==> config.mk <==
export PLATFORM = sky130hd
export DESIGN_NAME = inst_fetch_ctrl
export DESIGN_NICKNAME = d
export VERILOG_FILES = /design/src/rtl/cpu_defs_pkg.sv /design/src/rtl/fetch_skid_buf.sv /design/src/rtl/inst_fetch_ctrl.sv
export SDC_FILE = /design/constraint.sdc
export NUM_CORES = 1
export LEC_CHECK = 0
export ABC_CLOCK_PERIOD_IN_PS = 12800
export CORE_MARGIN = 2
export CORE_UTILIZATION = 30
export DETAILED_ROUTE_END_ITERATION = 12
export PLACE_DENSITY_LB_ADDON = 0.15
export SLEW_MARGIN = 0
export SYNTH_ARGS = -nofsm -noshare
export SYNTH_HDL_FRONTEND = slang
export SYNTH_SLANG_ARGS = --single-unit
==> constraint.sdc <==
create_clock -name clk -period 12.8 [get_ports clk]
set_input_delay 2.56 -clock clk [delete_from_list [all_inputs] [get_ports clk]]
set_output_delay 2.56 -clock clk [all_outputs]
set_load 0.005 [all_outputs]
==> src/rtl/cpu_defs_pkg.sv <==
// Shared fetch-side definitions: fetch FSM encoding, reset PC and sequential PC step.
package cpu_defs_pkg;

    typedef enum logic [1:0] {
        StIdle    = 2'd0,
        StReq     = 2'd1,
        StWait    = 2'd2,
        StDiscard = 2'd3
    } fetch_state_e;

    localparam logic [31:0] ResetPc = 32'h1C00_0000;
    localparam logic [31:0] PcStep  = 32'd4;

    // Sequential successor; wraps modulo 2^32.
    function automatic logic [31:0] pc_next(input logic [31:0] pc);
        return pc + PcStep;
    endfunction

endpackage

==> src/rtl/fetch_skid_buf.sv <==
// One-entry output buffer between the instruction bus and the IF stage.
module fetch_skid_buf (
    input  logic        clk,
    input  logic        rst,
    input  logic        flush_i,
    input  logic        in_valid_i,
    input  logic [31:0] in_pc_i,
    input  logic [31:0] in_inst_i,
    input  logic        out_ready_i,
    output logic        out_valid_o,
    output logic [31:0] out_pc_o,
    output logic [31:0] out_inst_o,
    output logic        full_o
);

    logic        full_q;
    logic [31:0] pc_q;
    logic [31:0] inst_q;

    always_ff @(posedge clk) begin
        if (rst) begin
            full_q <= 1'b0;
        end else if (flush_i) begin
            full_q <= 1'b0;
        end else if (full_q) begin
            if (out_ready_i) begin
                full_q <= 1'b0;
            end
        end else if (in_valid_i && !out_ready_i) begin
            full_q <= 1'b1;
            pc_q   <= in_pc_i;
            inst_q <= in_inst_i;
        end
    end

    // The fetch FSM never returns data while the entry is occupied.
    always_comb begin
        out_valid_o = full_q | in_valid_i;
        out_pc_o    = '0;
        out_inst_o  = '0;
        if (full_q) begin
            out_pc_o   = pc_q;
            out_inst_o = inst_q;
        end else if (in_valid_i) begin
            out_pc_o   = in_pc_i;
            out_inst_o = in_inst_i;
        end
    end

    assign full_o = full_q;

endmodule

==> src/rtl/inst_fetch_ctrl.sv <==
// Instruction fetch controller: sequential/redirected PC generation over an addr_ok/data_ok bus.
// Optional misaligned-PC trap enabled by defining FETCH_ADEF_CHECK_EN.
module inst_fetch_ctrl
    import cpu_defs_pkg::*;
(
    input  logic        clk,
    input  logic        rst,
    input  logic        ex_valid,
    input  logic [31:0] ex_entry,
    input  logic        ertn_valid,
    input  logic [31:0] era,
    input  logic        br_taken,
    input  logic [31:0] br_target,
    output logic        inst_sram_req,
    output logic [31:0] inst_sram_addr,
    input  logic        inst_sram_addr_ok,
    input  logic        inst_sram_data_ok,
    input  logic [31:0] inst_sram_rdata,
    input  logic        if_allowin,
    output logic        fs_valid,
    output logic [31:0] fs_pc,
    output logic [31:0] fs_inst,
    output logic        fs_adef
);

    fetch_state_e state_q;
    logic [31:0]  pc_q;       // next address to issue, or the in-flight one in StWait
    logic         pend_q;
    logic [31:0]  pend_pc_q;

    logic        redirect;
    logic [31:0] redir_pc;
    logic [31:0] idle_target;
    logic        target_bad;
    logic        adef_hold;
    logic        data_take;
    logic        buf_full;
    logic        buf_valid;
    logic [31:0] buf_pc;
    logic [31:0] buf_inst;

    always_comb begin
        redirect = ex_valid | ertn_valid | br_taken;
        if (ex_valid) begin
            redir_pc = ex_entry;
        end else if (ertn_valid) begin
            redir_pc = era;
        end else begin
            redir_pc = br_target;
        end
    end

    assign idle_target = redirect ? redir_pc : pc_q;

`ifdef FETCH_ADEF_CHECK_EN
    assign target_bad = |idle_target[1:0];
    assign adef_hold  = (state_q == StIdle) && (|pc_q[1:0]);
`else
    assign target_bad = 1'b0;
    assign adef_hold  = 1'b0;
`endif

    // Data racing a redirect belongs to the abandoned path.
    assign data_take = !rst && (state_q == StWait) && inst_sram_data_ok && !redirect;

    always_ff @(posedge clk) begin
        if (rst) begin
            state_q   <= StIdle;
            pc_q      <= ResetPc;
            pend_q    <= 1'b0;
            pend_pc_q <= '0;
        end else begin
            case (state_q)
                StIdle: begin
                    pc_q <= idle_target;
                    if ((redirect || !buf_full || if_allowin) && !target_bad) begin
                        state_q <= StReq;
                    end
                end
                StReq: begin
                    if (redirect) begin
                        pend_q    <= 1'b1;
                        pend_pc_q <= redir_pc;
                    end
                    if (inst_sram_addr_ok) begin
                        state_q <= (redirect || pend_q) ? StDiscard : StWait;
                    end
                end
                StWait: begin
                    if (inst_sram_data_ok) begin
                        state_q <= StIdle;
                        pc_q    <= redirect ? redir_pc : pc_next(pc_q);
                    end else if (redirect) begin
                        state_q   <= StDiscard;
                        pend_q    <= 1'b1;
                        pend_pc_q <= redir_pc;
                    end
                end
                StDiscard: begin
                    if (inst_sram_data_ok) begin
                        state_q <= StIdle;
                        pend_q  <= 1'b0;
                        pc_q    <= redirect ? redir_pc : pend_pc_q;
                    end else if (redirect) begin
                        pend_pc_q <= redir_pc;
                    end
                end
                default: state_q <= StIdle;
            endcase
        end
    end

    assign inst_sram_req  = !rst && (state_q == StReq);
    assign inst_sram_addr = pc_q;

    fetch_skid_buf u_skid (
        .clk         (clk),
        .rst         (rst),
        .flush_i     (redirect),
        .in_valid_i  (data_take),
        .in_pc_i     (pc_q),
        .in_inst_i   (inst_sram_rdata),
        .out_ready_i (if_allowin),
        .out_valid_o (buf_valid),
        .out_pc_o    (buf_pc),
        .out_inst_o  (buf_inst),
        .full_o      (buf_full)
    );

    always_comb begin
        fs_valid = buf_valid;
        fs_pc    = buf_pc;
        fs_inst  = buf_inst;
        fs_adef  = 1'b0;
        if (adef_hold) begin
            fs_valid = 1'b1;
            fs_pc    = pc_q;
            fs_inst  = '0;
            fs_adef  = 1'b1;
        end
        if (rst) begin
            fs_valid = 1'b0;
            fs_pc    = '0;
            fs_inst  = '0;
            fs_adef  = 1'b0;
        end
    end

endmodule

---- After elaboration in Yosys (flattened, before gate mapping) ----
Index checks and enable logic that the tools add are counted.
storage, ports and cells
  bits in registers ....................... 132
  bits of input ports ..................... 136
  output and inout bits ................... 99
  logic and storage cells ................. 79
operators by class
  $add $sub $neg .......................... 1
  equality and inequality tests ........... 11
  multiplexer cells ....................... 31
  bitwise gates (word level) .............. 6
  reductions and logical operators ........ 23
operator list
  cell                   count
  $mux 32                14
  $pmux 32 s3            1
  $pmux 32 s2            1
  $add 32x3->32 const B  1
  $ne 2x2->1 const B     7
  $reduce_and 4->1       3
  $mux 2                 5
  $mux 1                 8
  $pmux 2 s4             1
  $reduce_bool 3->1      2
  $logic_and 1x1->1      5
  $eq 2x2->1 const B     2
  $logic_not 1->1        4
  $reduce_or 2->1        2
  $logic_or 1x1->1       3
  $ne 3x3->1 const B     1
  $not 1->1              3
  $or 1x1->1             3
  $pmux 1 s3             1
  $reduce_and 3->1       1
  $eq 2x1->1 const B     1
  $logic_not 2->1        1
  $reduce_and 2->1       1
  $reduce_bool 2->1      1

---- Longest topological paths before layout ----
Gate-level depths: netlist of the first run.
  depth in word-level cells ............... 7
  gate-level depth with buffers ........... 9

---- Cells and area by module ----
A second synthesis of the first run with hierarchy kept.
second synthesis, totals
  cells, all modules ...................... 919
  area, all modules ....................... 8121.5 um^2
by module, submodules not included
  module           instances  cells each  area each (um^2)  sequential area each (um^2)
  inst_fetch_ctrl  1          770         5451.5            1341.3
  fetch_skid_buf   1          149         2670.1            1941.9

---- Least setup slack after synthesis of the first run ----
OpenSTA, ideal clock, no wires.
  path kind ............................... input port to flip-flop
  start point ............................. input port ertn_valid
  end point ............................... register u_skid.inst_q[0], enable pin
  library setup time ...................... 579 ps
  arrival ................................. 8293 ps
  path slack .............................. 3928 ps
  cell stages on the path ................. 5
  buffers on the path ..................... 3
  cell sequence ........................... or3_1 > clkbuf_1 > clkbuf_1 > clkbuf_1 > nor3b_1
between the ends
  word-level cells in the longest chain between the ends .. 6
ends and longest elaborated chain
  element                       RTL line               RTL
  start: declaration            inst_fetch_ctrl.sv:10  input logic ertn_valid,
  $or 1x1->1 * (2 in a row)     inst_fetch_ctrl.sv:43  redirect = ex_valid | ertn_valid | br_taken;
  $logic_not 1->1               inst_fetch_ctrl.sv:64  assign data_take = !rst && (state_q == StWait) && inst_sram_data_ok && !redirect;
  $logic_and 1x1->1             inst_fetch_ctrl.sv:64
  $logic_and 1x1->1             fetch_skid_buf.sv:29   end else if (in_valid_i && !out_ready_i) begin
  $reduce_and 4->1 (no line) *  --
  end signal: assignment        fetch_skid_buf.sv:32   inst_q <= in_inst_i;
  end: declaration              fetch_skid_buf.sv:18   logic [31:0] inst_q;
Mark *: on every way between the ends. The rest lies on a longest branch, timed or not.
A chain may end at the register's enable or synchronous reset.

---- Worst setup path after layout of the first run ----
  start point ............................. input port ex_valid
  end point ............................... output port fs_pc[7]
between the ends
  word-level cells in the longest chain between the ends .. 7
ends and longest elaborated chain
  element                  RTL line                RTL
  start: declaration       inst_fetch_ctrl.sv:8    input logic ex_valid,
  $or 1x1->1 (2 in a row)  inst_fetch_ctrl.sv:43
  $logic_not 1->1          inst_fetch_ctrl.sv:64
  $logic_and 1x1->1        inst_fetch_ctrl.sv:64
  $mux 32                  fetch_skid_buf.sv:44    end else if (in_valid_i) begin
  $mux 32                  fetch_skid_buf.sv:41    if (full_q) begin
  $mux 32                  inst_fetch_ctrl.sv:141  if (rst) begin
  end: declaration         inst_fetch_ctrl.sv:21   output logic [31:0] fs_pc,
No other way between the ends.

==> results of run 1 <==
==> flip-flops by register name, indices dropped and copies added, names as in the netlist <==
register and flops:
u_skid.pc_q 32, state_q 2, pend_q 1, u_skid.full_o 1, inst_sram_addr 32, u_skid.inst_q 32, pend_pc_q 32
==> per-layer routing <==
layer	wire length, um	global-route usage [%]	vias up
li1	-	-	3517
met1	12190	28.03	3329
met2	10450	26.69	308
met3	1911	3.958	28
met4	426	5.229	0
met5	0	0	-
==> path summary, 6_finish.rpt <==
| check | end | slack (ns) | start |
|---|---|---|---|
| worst max-delay path | fs_pc[7] | 4.28 | ex_valid |
| worst min-delay path | pend_pc_q[27] | 0.45 | pend_pc_q[27] |
| worst max register to register | u_skid.pc_q[23] | 8.15 | state_q[0] |
| worst min register to register | pend_pc_q[27] | 0.45 | pend_pc_q[27] |
==> critical path, delay by kind of cell <==
kind                   cells  cell delay, ns
AO/OA/AOI/OAI              1            0.22
AND/OR/NAND/NOR            4            1.00
buffers and inverters      5            2.11
==> cells by family after synthesis <==
logic type / after synthesis / synth area share [%]
flops: 132 / 43.76
xor+xnor: 23 / 2.685
simple gates: 255 / 15.66
fa+ha+maj: 1 / 0.1667
buf+inv: 85 / 4.519
mux: 46 / 6.387
compound gates: 292 / 26.78
other cells: 1 / 0.04998
==> metrics by stage <==
stage                     utilization [%]  hold slack (ns)
after global routing                43.52           0.4742
after global placement              41.12           0.4335
after CTS                           43.52           0.4468
after floorplan                         -           0.4268
after detailed placement            41.12           0.4399
final                               43.52           0.4459
==> cell usage after synthesis (5+ instances only) <==
| library cell | count | share of area, % |
|---|---|---|
| o21ai_0 | 53 | 3.5 |
| xnor2_1 | 16 | 1.9 |
| xor2_1 | 7 | 0.82 |
| nor2_1 | 99 | 5.0 |
| mux2i_1 | 31 | 4.1 |
| dfxtp_1 | 68 | 18 |
| a21oi_1 | 76 | 5.1 |
| nor2b_1 | 5 | 0.42 |
| nand2b_1 | 5 | 0.42 |
| a211oi_1 | 9 | 0.90 |
| a22o_1 | 68 | 7.9 |
| clkbuf_1 | 53 | 2.7 |
| nor4_1 | 8 | 0.67 |
| nand3_1 | 14 | 0.93 |
| o221ai_1 | 12 | 1.4 |
| inv_1 | 11 | 0.55 |
| edfxtp_1 | 64 | 26 |
| nand2_1 | 79 | 4.0 |
| buf_1 | 13 | 0.65 |
| nor3_1 | 12 | 0.80 |
| mux2_2 | 15 | 2.3 |
| and3_1 | 5 | 0.42 |
| o211ai_1 | 10 | 1.0 |
| o22ai_1 | 12 | 1.0 |
| nand4_1 | 5 | 0.42 |
| or3_1 | 9 | 0.75 |
==> where the power goes <==
part | leakage, nW | switching (W) | internal (W)
Clock | 0.273 | 0.000187 | 0.000287
Sequential | 1.14 | 0.0000363 | 0.000466
Combinational | 2.37 | 0.000102 | 0.000108
==> cells in the final DEF, fill, tap and decap left out, types with 20 or more instances in the layout <==
| cell type | instances |
|---|---|
| clkdlybuf4s50_1 | 231 |
| mux2i_1 | 31 |
| o21ai_0 | 53 |
| a22o_1 | 68 |
| dfxtp_1 | 68 |
| nand2_1 | 79 |
| a21oi_1 | 76 |
| nor2_1 | 99 |
| clkbuf_16 | 20 |
| edfxtp_1 | 64 |
==> area by class of cell <==
type / count / area (um2)
fill: 2474 / 13820
timing repair buffer: 246 / 2420
inverter: 12 / 45.04
clock inverter: 10 / 68.82
sequential: 132 / 3283
clock buffer: 22 / 518.0
multi-input combinational: 618 / 3905
tap: 324 / 405.4
==> metrics.txt, run 1 <==
Rows 57; Seq/Total Area, Yosys 43.76%; clk slew on worst S/H paths 0.06 ns; Inserted Diodes 0; vias in the first global route 6,549; worst-path cell chain clkdlybuf4s50_1 > buf_4 > or3_2 > buf_4 > nor2_1 > nand2_1 > nor3_2 > buf_4 > a22o_1 > clkdlybuf4s50_1; Root Driver clkbuf_16; unrepaired setup endpoints after global routing false; Fin. Hold Viols 0; H-tree depth 4; Yosys reg bits 132; post-place setup slack 4.295 ns; routed wire length 24,980 um; Die X 162.2 um; total gr overflow 0; dpl cells 1,332; Synth-to-Final Area Change 41.87%; yosys warns 0; final slew viol count 0; Max Fclk 117.3 MHz; Synth Area per Inst 8.986 um2; Max-slew headroom 37.30%; Placed Area 10,060 um2; Starting DRT DRC Count 664; number of synthesized flops with an enable pin 64; CTS tree built; WL per Instance 18.31 um; initial core utilization 30.67%; drt pass-1 iters 5; cts repair resizes 0; top_reg_cell synth dfxtp_1; R2R depth 9; Mapped Area 7503 um2; Hold Crit Depth 2; Syn Nets 972; Vias 7,182; count of input and output buffers 233; slowest cell delay on critical path 0.58 ns; post-DP HPWL 17,630 um; Hold Buf Count CTS 0; setup TNS 0 ns; global-route wire length before repair 38,380 um; layout cell share with drive strength beyond 1 7.404%; final count of negative-setup-slack endpoints 0; Post-route DRC 0; critical path type in2out; Post-Syn Instances 835; Post-Layout Cell Count 1,364; Final Critical Period 8.522 ns; Tot Pwr 0.001185 W; Leakage 3.780 nW; chip height 162.2 um; CTS max path bufs 2; RePlAce Congestion 0.8331; TritonCTS buffer count 17; Vias/cell 5.265; clk_lat worst skew 0.42 ns; fin crit share 66.58%; die area 26,290 um2; worst-margin pin slew 0.9364 ns; clk_skew 0.007440 ns; Routed Antenna Nets 0; core area 24,460 um2; setup ws final 4.278 ns; Max Fanout on Critical Path 67; cell mode on critical path buf_4; Layout Nets 1,164; IO Pins 235; FFs w/ async S/R, synth 0%; maxcap violations 0; Post-CTS Setup Bufs 0; Worst Path Arrival 5.96 ns; peak supply drop 81.62 uV; Worst setup SP type input port; PwrDens 111.3 nW/um2; Synth cell types 65; crit end category output pin; largest net degree at the start of global routing 69; outcome finished clean; Critical Path RT 10.24 ns; crit path max-delay cell type buf_4; Hold Crit Class reg2reg; Total GRT Usage 18.63%; Design Area, Final 10,650 um2; clock sink count 132; antenna violations before repair 0
Power figures use the tool's default switching activity.
==> run 2: changes to the inputs <==
ABC_CLOCK_PERIOD_IN_PS = 8000   (was 12800)
clock period = 8 ns   (was 12.8 ns; I/O delays follow)
==> run 2 against run 1 <==
Critical path depth shrank 1. Non-clock buffer count is the same. Critical path type unchanged. Global-route usage shrank 0.17 points. Combinational power grew 60%. Via count shrank 1.1%. Clock skew grew 0.0015 ns. Die area is the same.
==> metrics.txt, run 2 (synthesis gave the netlist of run 1 again) <==
Worst setup SP type input port (unchanged); cts repair resizes 0 (unchanged); Vias 7,106 (was 7,182); Worst Path Arrival 4.59 ns (was 5.96 ns); clk_lat worst skew 0.42 ns (about the same); final count of negative-setup-slack endpoints 0 (unchanged); Synth-to-Final Area Change 42.57% (was 41.87%); clock sink count 132 (unchanged); PwrDens 185.6 nW/um2 (was 111.3 nW/um2); CTS max path bufs 2 (unchanged); RePlAce Congestion 0.7924 (was 0.8331); initial core utilization 30.67% (unchanged); drt pass-1 iters 5 (unchanged); crit end category output pin (unchanged); commonest non-fill, non-tap cells in the layout 231 x clkdlybuf4s50_1, 99 x nor2_1, 79 x nand2_1 (unchanged); vias in the first global route 6,486 (was 6,549); maxcap violations 0 (unchanged); commonest non-fill, non-tap cell in the layout clkdlybuf4s50_1 (unchanged); Hold Buf Count CTS 0 (unchanged); peak supply drop 130.9 uV (was 81.62 uV); WL per Instance 18.07 um (was 18.31 um); Tot Pwr 0.001985 W (was 0.001185 W); Root Driver clkbuf_16 (unchanged); Routed Antenna Nets 0 (unchanged); IO Pins 235 (unchanged); unrepaired setup endpoints after global routing false (unchanged); global-route wire length before repair 37,970 um (was 38,380 um); Hold Crit Class reg2reg (unchanged); Design Area, Final 10,700 um2 (was 10,650 um2); Vias/cell 5.210 (was 5.265); clk_skew 0.008969 ns (was 0.007440 ns); Max-slew headroom 37.30% (about the same); post-DP HPWL 17,590 um (was 17,630 um); Starting DRT DRC Count 601 (was 664); critical path type in2out (unchanged); Leakage 3.816 nW (was 3.780 nW); total gr overflow 0 (unchanged); chip height 162.2 um (unchanged); Critical Path RT 6.40 ns (was 10.24 ns); Post-Layout Cell Count 1,364 (unchanged); final slew viol count 0 (unchanged); Worst Hold Launch pend_pc_q[27] (unchanged); clk slew on worst S/H paths 0.06 ns (about the same); Rows 57 (unchanged); setup ws final 1.814 ns (was 4.278 ns); count of input and output buffers 233 (unchanged); setup TNS 0 ns (unchanged); worst-margin pin slew 0.9405 ns (was 0.9364 ns); fin crit share 77.33%; dpl cells 1,332 (unchanged); TritonCTS buffer count 17 (unchanged); Total GRT Usage 18.45% (was 18.63%); CTS tree built (unchanged); Max Fclk 161.6 MHz; Fin. Hold Viols 0 (unchanged); layout cell share with drive strength beyond 1 7.308% (was 7.404%); post-place setup slack 1.805 ns (was 4.295 ns); outcome finished clean (unchanged); Post-CTS Setup Bufs 0 (unchanged); worst r2r src state_q[0] (unchanged); antenna violations before repair 0 (unchanged); Layout Nets 1,164 (unchanged); Post-route DRC 0 (unchanged); die area 26,290 um2 (unchanged); Inserted Diodes 0 (unchanged); Critical path origin ex_valid (unchanged); largest net degree at the start of global routing 67 (was 69); Die X 162.2 um (unchanged); routed wire length 24,650 um (was 24,980 um); Max Fanout on Critical Path 65 (was 67); H-tree depth 4 (unchanged); Placed Area 10,060 um2 (unchanged); Final Critical Period 6.186 ns; core area 24,460 um2 (unchanged)
-- run 2: cell type report --
type	instances	area (um2)
Timing Repair Buffer	246	2420
Sequential cell	132	3283
Tap cell	324	405.4
Fill cell	2427	13760
Clock inverter	13	206.4
Multi-Input combinational cell	618	3905
Clock buffer	19	432.9
Inverter	12	45.04
-- run 2: where the power goes --
| group | internal [W] | switching (W) | leakage, nW | total [W] |
|---|---|---|---|---|
| clock | 0.000553 | 0.000295 | 0.309 | 0.000847 |
| sequential | 0.000745 | 0.0000572 | 1.14 | 0.000802 |
| combinational | 0.000173 | 0.000162 | 2.37 | 0.000336 |
| total | 0.00147 | 0.000515 | 3.82 | 0.00199 |
-- run 2: path summary, 6_finish.rpt --
kind / slack (ns) / cells past startpoint / endpoint
setup / recovery: 1.81 / 9 / fs_pc[17]
hold / removal: 0.45 / 2 / pend_pc_q[27]
setup reg to reg: 4.00 / 9 / u_skid.pc_q[23]
hold reg to reg: 0.45 / 2 / pend_pc_q[27]
-- run 2: through the flow --
stage                     util, %  hold slack [ns]
final                       43.73           0.4495
after global routing        43.73           0.4739
after CTS                   43.73           0.4469
after detailed placement    41.12           0.4399
after global placement      41.12           0.4327
after floorplan                 -           0.4268
-- run 2: per-layer routing --
| layer | part of all wire, % | GRT usage, % | routed length (um) |
|---|---|---|---|
| met5 | 0 | 0 | 0 |
| met4 | 0.96 | 4.545 | 237 |
| met3 | 7.1 | 4.137 | 1752 |
| met2 | 42 | 26.94 | 10430 |
| met1 | 50 | 27.47 | 12230 |
-- run 2: worst max-delay path, stage by stage --
cell	delay, ns
clkdlybuf4s50_1	0.39
buf_4	0.23
or3_2	0.53
nor2_1	0.19
nand2_1	0.12
nor3_2	0.13
buf_4	0.58
a22o_1	0.25
clkdlybuf4s50_1	0.50
